--- src/rtl/csr_pkg.sv ---
// Shared types and constants for the CSR access controller.
package csr_pkg;

  localparam logic [2:0] F3_RW  = 3'b001;
  localparam logic [2:0] F3_RS  = 3'b010;
  localparam logic [2:0] F3_RC  = 3'b011;
  localparam logic [2:0] F3_RWI = 3'b101;
  localparam logic [2:0] F3_RSI = 3'b110;
  localparam logic [2:0] F3_RCI = 3'b111;

  // funct3[1:0] selects the modify operation for both register and immediate forms
  localparam logic [1:0] OP_RW = 2'b01;
  localparam logic [1:0] OP_RS = 2'b10;
  localparam logic [1:0] OP_RC = 2'b11;

  localparam logic [11:0] CSR_CYCLE    = 12'hC00;
  localparam logic [11:0] CSR_INSTRET  = 12'hC02;
  localparam logic [11:0] CSR_CYCLEH   = 12'hC80;
  localparam logic [11:0] CSR_INSTRETH = 12'hC82;

  typedef enum logic [2:0] {
    ST_IDLE,
    ST_RD,
    ST_RWAIT,
    ST_WR,
    ST_DONE
  } csr_state_e;

  function automatic logic f3_legal(input logic [2:0] f3);
    return (f3 == F3_RW) || (f3 == F3_RS) || (f3 == F3_RC) ||
           (f3 == F3_RWI) || (f3 == F3_RSI) || (f3 == F3_RCI);
  endfunction

endpackage

--- src/rtl/csr_alu.sv ---
// Combinational read-modify-write value for CSRRW/S/C and immediate forms.
module csr_alu
  import csr_pkg::*;
#(
  parameter int unsigned DATA_WIDTH = 32
) (
  input  logic [1:0]            op_sel,
  input  logic [DATA_WIDTH-1:0] old_val,
  input  logic [DATA_WIDTH-1:0] op_val,
  output logic [DATA_WIDTH-1:0] new_val_c
);

  always_comb begin
    new_val_c = op_val;
    case (op_sel)
      OP_RS:   new_val_c = old_val | op_val;
      OP_RC:   new_val_c = old_val & ~op_val;
      default: new_val_c = op_val;
    endcase
  end

endmodule

--- src/rtl/csr_access_ctrl.sv ---
// Execute-stage CSR requester: read/modify/write handshake with pipeline stall.
// Optional CSR_ILLEGAL_CHK_EN: block writes to read-only CSRs and flag illegal_csr.
module csr_access_ctrl
  import csr_pkg::*;
#(
  parameter int unsigned DATA_WIDTH = 32,
  parameter int unsigned ADDR_WIDTH = 12
) (
  input  logic                  clk,
  input  logic                  rst,
  input  logic                  ex_valid,
  input  logic                  ex_is_csr,
  input  logic [2:0]            ex_funct3,
  input  logic [ADDR_WIDTH-1:0] ex_csr_addr,
  input  logic [4:0]            ex_rs1_idx,
  input  logic [DATA_WIDTH-1:0] ex_rs1_data,
  input  logic [4:0]            ex_rd_idx,
  input  logic                  flush,
  output logic                  req_valid,
  input  logic                  req_ready,
  output logic                  req_we,
  output logic [ADDR_WIDTH-1:0] req_addr,
  output logic [DATA_WIDTH-1:0] req_wdata,
  input  logic                  rsp_valid,
  input  logic [DATA_WIDTH-1:0] rsp_rdata,
  output logic                  stall,
  output logic                  rd_we,
  output logic [4:0]            rd_idx,
  output logic [DATA_WIDTH-1:0] rd_data
`ifdef CSR_ILLEGAL_CHK_EN
  ,
  output logic                  illegal_csr
`endif
);

  csr_state_e            state_q, state_d;
  logic [ADDR_WIDTH-1:0] addr_q;
  logic [1:0]            kind_q;
  logic [4:0]            rd_q;
  logic [DATA_WIDTH-1:0] op_q, old_q, wdata_q;
  logic                  do_write_q, drop_q, illegal_q;

  logic                  issue_c;
  logic [DATA_WIDTH-1:0] op_in;
  logic                  is_rw_in, do_read_in, do_write_in, ill_in;
  logic [DATA_WIDTH-1:0] new_val_c;

  // Instruction decode at issue time
  always_comb begin
    issue_c     = (state_q == ST_IDLE) & ex_valid & ex_is_csr & f3_legal(ex_funct3) & ~flush;
    op_in       = ex_funct3[2] ? DATA_WIDTH'(ex_rs1_idx) : ex_rs1_data;
    is_rw_in    = (ex_funct3[1:0] == OP_RW);
    do_read_in  = ~(is_rw_in & (ex_rd_idx == 5'd0));
    do_write_in = is_rw_in | (ex_rs1_idx != 5'd0);
`ifdef CSR_ILLEGAL_CHK_EN
    ill_in      = do_write_in & (ex_csr_addr[ADDR_WIDTH-1 -: 2] == 2'b11);
`else
    ill_in      = 1'b0;
`endif
  end

  csr_alu #(.DATA_WIDTH(DATA_WIDTH)) u_alu (
    .op_sel    (kind_q),
    .old_val   (rsp_rdata),
    .op_val    (op_q),
    .new_val_c (new_val_c)
  );

  always_ff @(posedge clk or posedge rst) begin
    if (rst) state_q <= ST_IDLE;
    else     state_q <= state_d;
  end

  // Next state and handshake/stall outputs
  always_comb begin
    state_d   = state_q;
    req_valid = 1'b0;
    req_we    = 1'b0;
    stall     = 1'b0;
    rd_we     = 1'b0;
    case (state_q)
      ST_IDLE: begin
        stall = issue_c;
        if (issue_c) begin
          if (do_read_in)  state_d = ST_RD;
          else if (ill_in) state_d = ST_DONE;
          else             state_d = ST_WR;
        end
      end
      ST_RD: begin
        req_valid = 1'b1;
        stall     = 1'b1;
        if (req_ready)  state_d = ST_RWAIT;
        else if (flush) state_d = ST_IDLE;
      end
      ST_RWAIT: begin
        stall = 1'b1;
        if (rsp_valid) begin
          if (drop_q | flush) state_d = ST_IDLE;
          else if (do_write_q) state_d = ST_WR;
          else                 state_d = ST_DONE;
        end
      end
      ST_WR: begin
        req_valid = 1'b1;
        req_we    = 1'b1;
        stall     = 1'b1;
        if (req_ready)  state_d = ST_DONE;
        else if (flush) state_d = ST_IDLE;
      end
      ST_DONE: begin
        rd_we   = (rd_q != 5'd0) & ~illegal_q;
        state_d = ST_IDLE;
      end
      default: state_d = ST_IDLE;
    endcase
  end

  // Latched instruction context and captured CSR data
  always_ff @(posedge clk or posedge rst) begin
    if (rst) begin
      addr_q     <= '0;
      kind_q     <= '0;
      rd_q       <= '0;
      op_q       <= '0;
      old_q      <= '0;
      wdata_q    <= '0;
      do_write_q <= 1'b0;
      drop_q     <= 1'b0;
      illegal_q  <= 1'b0;
    end else begin
      if (issue_c) begin
        addr_q     <= ex_csr_addr;
        kind_q     <= ex_funct3[1:0];
        rd_q       <= ex_rd_idx;
        op_q       <= op_in;
        old_q      <= '0;
        wdata_q    <= op_in;
        do_write_q <= do_write_in & ~ill_in;
        drop_q     <= 1'b0;
        illegal_q  <= ill_in;
      end
      // A flushed read that was already accepted still owes a response; discard it later
      if (((state_q == ST_RD) & req_ready & flush) | ((state_q == ST_RWAIT) & flush))
        drop_q <= 1'b1;
      if ((state_q == ST_RWAIT) & rsp_valid & ~(drop_q | flush)) begin
        old_q   <= rsp_rdata;
        wdata_q <= new_val_c;
      end
    end
  end

  assign req_addr  = addr_q;
  assign req_wdata = wdata_q;
  assign rd_idx    = rd_q;
  assign rd_data   = old_q;
`ifdef CSR_ILLEGAL_CHK_EN
  assign illegal_csr = (state_q == ST_DONE) & illegal_q;
`endif

endmodule

--- config.mk ---
export PLATFORM = sky130hd
export DESIGN_NAME = csr_access_ctrl
export DESIGN_NICKNAME = d
export VERILOG_FILES = /design/src/rtl/csr_pkg.sv /design/src/rtl/csr_alu.sv /design/src/rtl/csr_access_ctrl.sv
export SDC_FILE = /design/constraint.sdc
export NUM_CORES = 1
export LEC_CHECK = 0
export CAP_MARGIN = 25
export CORE_MARGIN = 10
export CORE_UTILIZATION = 41
export DETAILED_ROUTE_END_ITERATION = 8
export PLACE_DENSITY = 0.85
export SLEW_MARGIN = 15
export SYNTH_ARGS = -nofsm -noshare
export SYNTH_HDL_FRONTEND = slang
export SYNTH_SLANG_ARGS = --single-unit
--- constraint.sdc ---
create_clock -name clk -period 8.15 [get_ports clk]
set_input_delay 2.0375 -clock clk [delete_from_list [all_inputs] [get_ports clk]]
set_output_delay 2.0375 -clock clk [all_outputs]
set_load 0.03 [all_outputs]
# After elaboration in Yosys (flattened, before gate mapping)
# Index checks and enable logic that the tools add are counted.
# totals
register_bits	120
out_inout_bits	85
elab_cells	77
in_bits	96
# classes
eq_ne	15
n_bitwise	18
muxes	21
n_reduce_logical	14
# op_table
cell	count
32-bit 2-to-1 mux	5
32-bit one-hot mux with 2 select lines	1
32-bit AND	1
32-bit NOT	1
32-bit OR	1
3-bit 2-to-1 mux	7
3-bit by 2-bit == test with 1-bit output, second input constant	4
3-bit == test, second input constant	4
3-bit one-hot mux with 4 select lines	1
1-bit AND	10
5-bit nonzero test	2
3-bit by 1-bit == test with 1-bit output, second input constant	2
5-bit logical NOT	1
1-bit logical OR	5
1-bit 2-to-1 mux	5
2-bit == test, second input constant	2
2-bit != test, second input constant	2
2-bit nonzero test	2
3-bit logical NOT	1
1-bit OR	3
3-bit OR reduction	1
2-bit by 1-bit == test with 1-bit output, second input constant	1
2-bit 2-to-1 mux	1
1-bit NOT	2
other kinds (3)	3

# Logic depth before layout (Yosys ltp)
# depth
word_depth	10
depth_mapped	7
ltp_nobuf	4

# Hierarchy
# Synthesis repeated with hierarchy kept, for this count alone.
# unflattened
hier_cells	456
hier_area_um2	5232.5
# modules_own_cells
mod	cells_each	seq_area_each_um2	area_each_um2	instances
csr_access_ctrl	383	3002.9	4723.3	1
csr_alu	73	0.0	509.2	1

# Least setup slack after synthesis
# No wires, ideal clock.
# synth_path
path_kind	input to output
start	input port ex_funct3[0]
end	output port stall
required_ns	6.113
arrival_ns	2.647
setup_slack_ns	3.466
cell_stages	4
path_buffers	0
cell_sequence	o211a_1 -> nand2_1 -> o21a_1 -> inv_1
# synth_between
elab_chain_len	9
elab_cells_between_ends	14
cone_classes	eq/ne (6); mux (1); bitwise (2); reduce/logical (5)
# synth_rtl
item	line	rtl
from (decl)	csr_access_ctrl.sv:13	input logic [2:0] ex_funct3,
3-bit by 1-bit == test with 1-bit output or 3-bit by 2-bit == test with 1-bit output (tied branches)	csr_pkg.sv:30	return (f3 == F3_RW) || (f3 == F3_RS) || (f3 == F3_RC) ||
1-bit logical OR (3 in series)	csr_pkg.sv:30	
1-bit logical OR	csr_pkg.sv:31	(f3 == F3_RWI) || (f3 == F3_RSI) || (f3 == F3_RCI);
1-bit logical OR *	csr_pkg.sv:31	
1-bit AND * (2 in series)	csr_access_ctrl.sv:50	issue_c = (state_q == ST_IDLE) & ex_valid & ex_is_csr & f3_legal(ex_funct3) & ~flush;
1-bit one-hot mux with 2 select lines *	csr_access_ctrl.sv:81	case (state_q)
to (decl)	csr_access_ctrl.sv:26	output logic stall,
# Every way passes the cells marked *; elsewhere a longest branch is shown, timed or not.

# Worst setup path after layout
# Ends and elaborated chain as after synthesis.

==> impl_metrics.ini <==
[critical_path]
critPathTopFamily = buffers and inverters
worst_setup_path_end_kind = primary output
slowest_stage = clkdlybuf4s50_1
cp_cell_sequence = clkdlybuf4s50_1 > o211a_1 > nand2_1 > o21a_1 > inv_1 > clkdlybuf4s50_1
crit_buf_inv = 3
slowest_delay_ns = 0.66
ff2ff_path_depth = 5
rr_endpoint = req_wdata[23]
rrSetupSlack_ns = 5.44
crit_path_start_kind = primary input
critPathMaxFanout = 6
crit_type = in2out
cp.arrival_ns = 3.85
required_ns = 6.11
cpMostUsedCell = clkdlybuf4s50_1
reg2reg_from = state_q[1]

[synthesis]
async_reset_ff_share_pct = 100
synth_fp_nets = 620
synth_edf_count = 0
synth_seq_cells = 120
syn_area_um2 = 5220
syn_area_per_cell_um2 = 9.97
synthTopCellsByArea = dfrtp_1 57%, nand2_1 9.2%, a22o_1 4.7%
ys_types = 37
yosysWarningCount = 0
synth_top_cell_area_share_pct = 57.5
synth_flop_cell = dfrtp_1
synth_sequential_area_ratio_pct = 57.5
synthCells = 524
synth_top_cell_by_area = dfrtp_1

[timing]
slew_violations = 0
worst_clock_skew_ns = 0.00679
clock.fmax_mhz = 170
tns_ns = 0
finalWorstSetupSlack_ns = 2.27
hold_viol = 0
relSlewSlack_pct = 30.1
tightest_slew_ns = 1.05
timing.final.crit_share_pct = 72.2
finalSetupViolCount = 0
period_needed_ns = 5.88
rsz0062_at_grt = false

[grt]
grt_pass1_wl_um = 27200
grt_overflow = 0
first_global_vias = 5079
antenna_found_initial = 0
track_usage_pct = 19.0
grt_start_max_net_pins = 95

[cts]
ctsHoldBuffers = 0
clk_pin_slew_ns = 0.05
cts_sinks = 120
cts_inserted_buffers = 17
cts_tree = built
cts_setup_buffers = 0
root_buffer = clkbuf_16
ctsResizeCount = 0
insertion_delay_ns = 0.42
htree_levels = 4
cts_buffer_depth = 2

[floorplan]
fp.dieH_um = 133
dieArea_um2 = 17700
io_pins = 181
coreArea_um2 = 12600
rows = 41
initial_utilization_pct = 41.6
die-width_um = 133

[power_and_ir_drop]
p_int_w = 0.00170
power_frac_clock_pct = 26.3
switching_power_w = 0.000983
p_comb_share_pct = 38.5
powerDensity_nw_per_um2 = 351
seq_power_share_pct = 35.2
peakVddDrop_mv = 0.183
p_leak_nw = 3.49
p_sw_share_pct = 36.6

[route]
drt_wl_total_um = 16700
vias = 4792
dr.pass1.iters = 4
vias_per_cell = 5.52
drt_iter0_markers = 366
avgRoutedWirePerCell_um = 19.3
ant_nets = 0
drc = 0

[cells_and_area]
layout_commonest_cell = clkdlybuf4s50_1
n_antenna_cell = 0
fin_nets = 781
layout-drive-gt1-share_pct = 6.03
layout_common_cells = 180 x clkdlybuf4s50_1, 127 x nand2_1, 120 x dfrtp_1
areaGrowthSynthToFinish_pct = 46.4
nFillCells = 995
postLayoutCellArea_um2 = 7640

[worst_hold_path]
hold_end = req_addr[7]
hp-class = reg2reg
min_from = req_addr[7]
hold_depth = 2

[run]
drv_cap = 0

[placed_design]
io_buffer_count = 180
gp_congestion = 0.839
placed_area_um2 = 7080
hpwl_um = 11700
preCtsSetupSlack_ns = 2.28

[outcome]
status = finished clean
==> worst max path at each step <==
stage | start | endpoint | slack (ns) | cells after the start
global placement | ex_funct3[0] | stall | 2.29 | 6
CTS | ex_funct3[0] | stall | 2.27 | 6
global route | ex_funct3[0] | stall | 2.18 | 6
detailed placement | ex_funct3[0] | stall | 2.28 | 6
finish | ex_funct3[0] | stall | 2.27 | 6
floorplan | rst | do_write_q | 2.93 | 1
==> registers in the layout, indices dropped and copies added, names as in the netlist <==
name and flops:
kind_q 2, rd_data 32, op_q 32, rd_idx 5
req_addr 12, do_write_q 1, state_q 3, drop_q 1
req_wdata 32
==> kinds of logic (layout without fill, tap and decap cells) <==
kind of cell	Yosys count	count (layout)	share of synthesized area (%)
AOI/OAI and AO/OA	143	143	20.0
buffers and inverters	50	222	4.48
DFF	120	120	57.5
muxes	6	6	1.17
and+or+nand+nor	205	205	16.9
==> worst register-to-register path, delay by kind of cell, from the launching register on <==
family | cells | cell delay, ns
DFF | 1 | 0.50
AOI/OAI and AO/OA | 1 | 0.35
buffers and inverters | 1 | 0.25
and+or+nand+nor | 3 | 1.49
==> metrics by stage <==
| stage | util (%) | total power, W | instances | hold WS [ns] |
|---|---|---|---|---|
| 3_3_place_gp | 56.3 | 0.00195 | 837 | 0.457 |
| 4_1_cts | 60.7 | 0.00270 | 867 | 0.476 |
| 6_report | 60.8 | 0.00268 | 868 | 0.474 |
| 5_1_grt | 60.8 | 0.00282 | 868 | 0.506 |
| 2_1_floorplan | - | 0.00153 | 524 | 0.438 |
| 3_5_place_dp | 56.3 | 0.00198 | 837 | 0.465 |
==> per-layer routing <==
metal / up-vias / part of all wire, % / global-route usage (%)
met5: - / 0 / 0
met4: 0 / 2.0 / 7.58
met2: 223 / 49 / 30.5
met3: 29 / 9.5 / 7.38
li1: 2191 / - / -
met1: 2349 / 40 / 22.2
==> cell type report <==
| type | count | area (um^2) | share of cell area [%] |
|---|---|---|---|
| clock buffer | 19 | 443 | 5.79 |
| timing repair buffer | 186 | 1850 | 24.3 |
| clock inverter | 11 | 108 | 1.41 |
| inverter | 6 | 25.0 | 0.327 |
| multi-input combinational | 354 | 2000 | 26.1 |
| sequential | 120 | 3000 | 39.3 |
| tap | 172 | 215 | 2.82 |
==> power groups by stage <==
| stage | Sequential, W | Combinational [W] | Clock (W) |
|---|---|---|---|
| 6_report | 0.000945 | 0.00103 | 0.000704 |
| 3_3_place_gp | 0.000939 | 0.00101 | 0 |
| 4_1_cts | 0.000942 | 0.00104 | 0.000717 |
| 5_1_grt | 0.000972 | 0.00111 | 0.000740 |
| 2_1_floorplan | 0.00118 | 0.000357 | 0 |
| 3_5_place_dp | 0.000947 | 0.00103 | 0 |
==> cells in the mapped netlist (2+ instances only) <==
master and n:
a211oi_1 19, buf_6 3, a31oi_1 2, and2_1 5, a21o_1 3, mux2i_1 5, nand3_1 34, nor2_1 24
o21ai_0 6, dfrtp_1 120, a21oi_1 48, nor2b_1 2, inv_1 6, nand4_1 2, a221o_1 22, nor4_1 2
o21a_1 3, nand2_1 128, buf_1 6, buf_2 16, a22o_1 28, clkbuf_1 18, a221oi_1 8
Note: power is estimated with default switching activity, not from simulation.
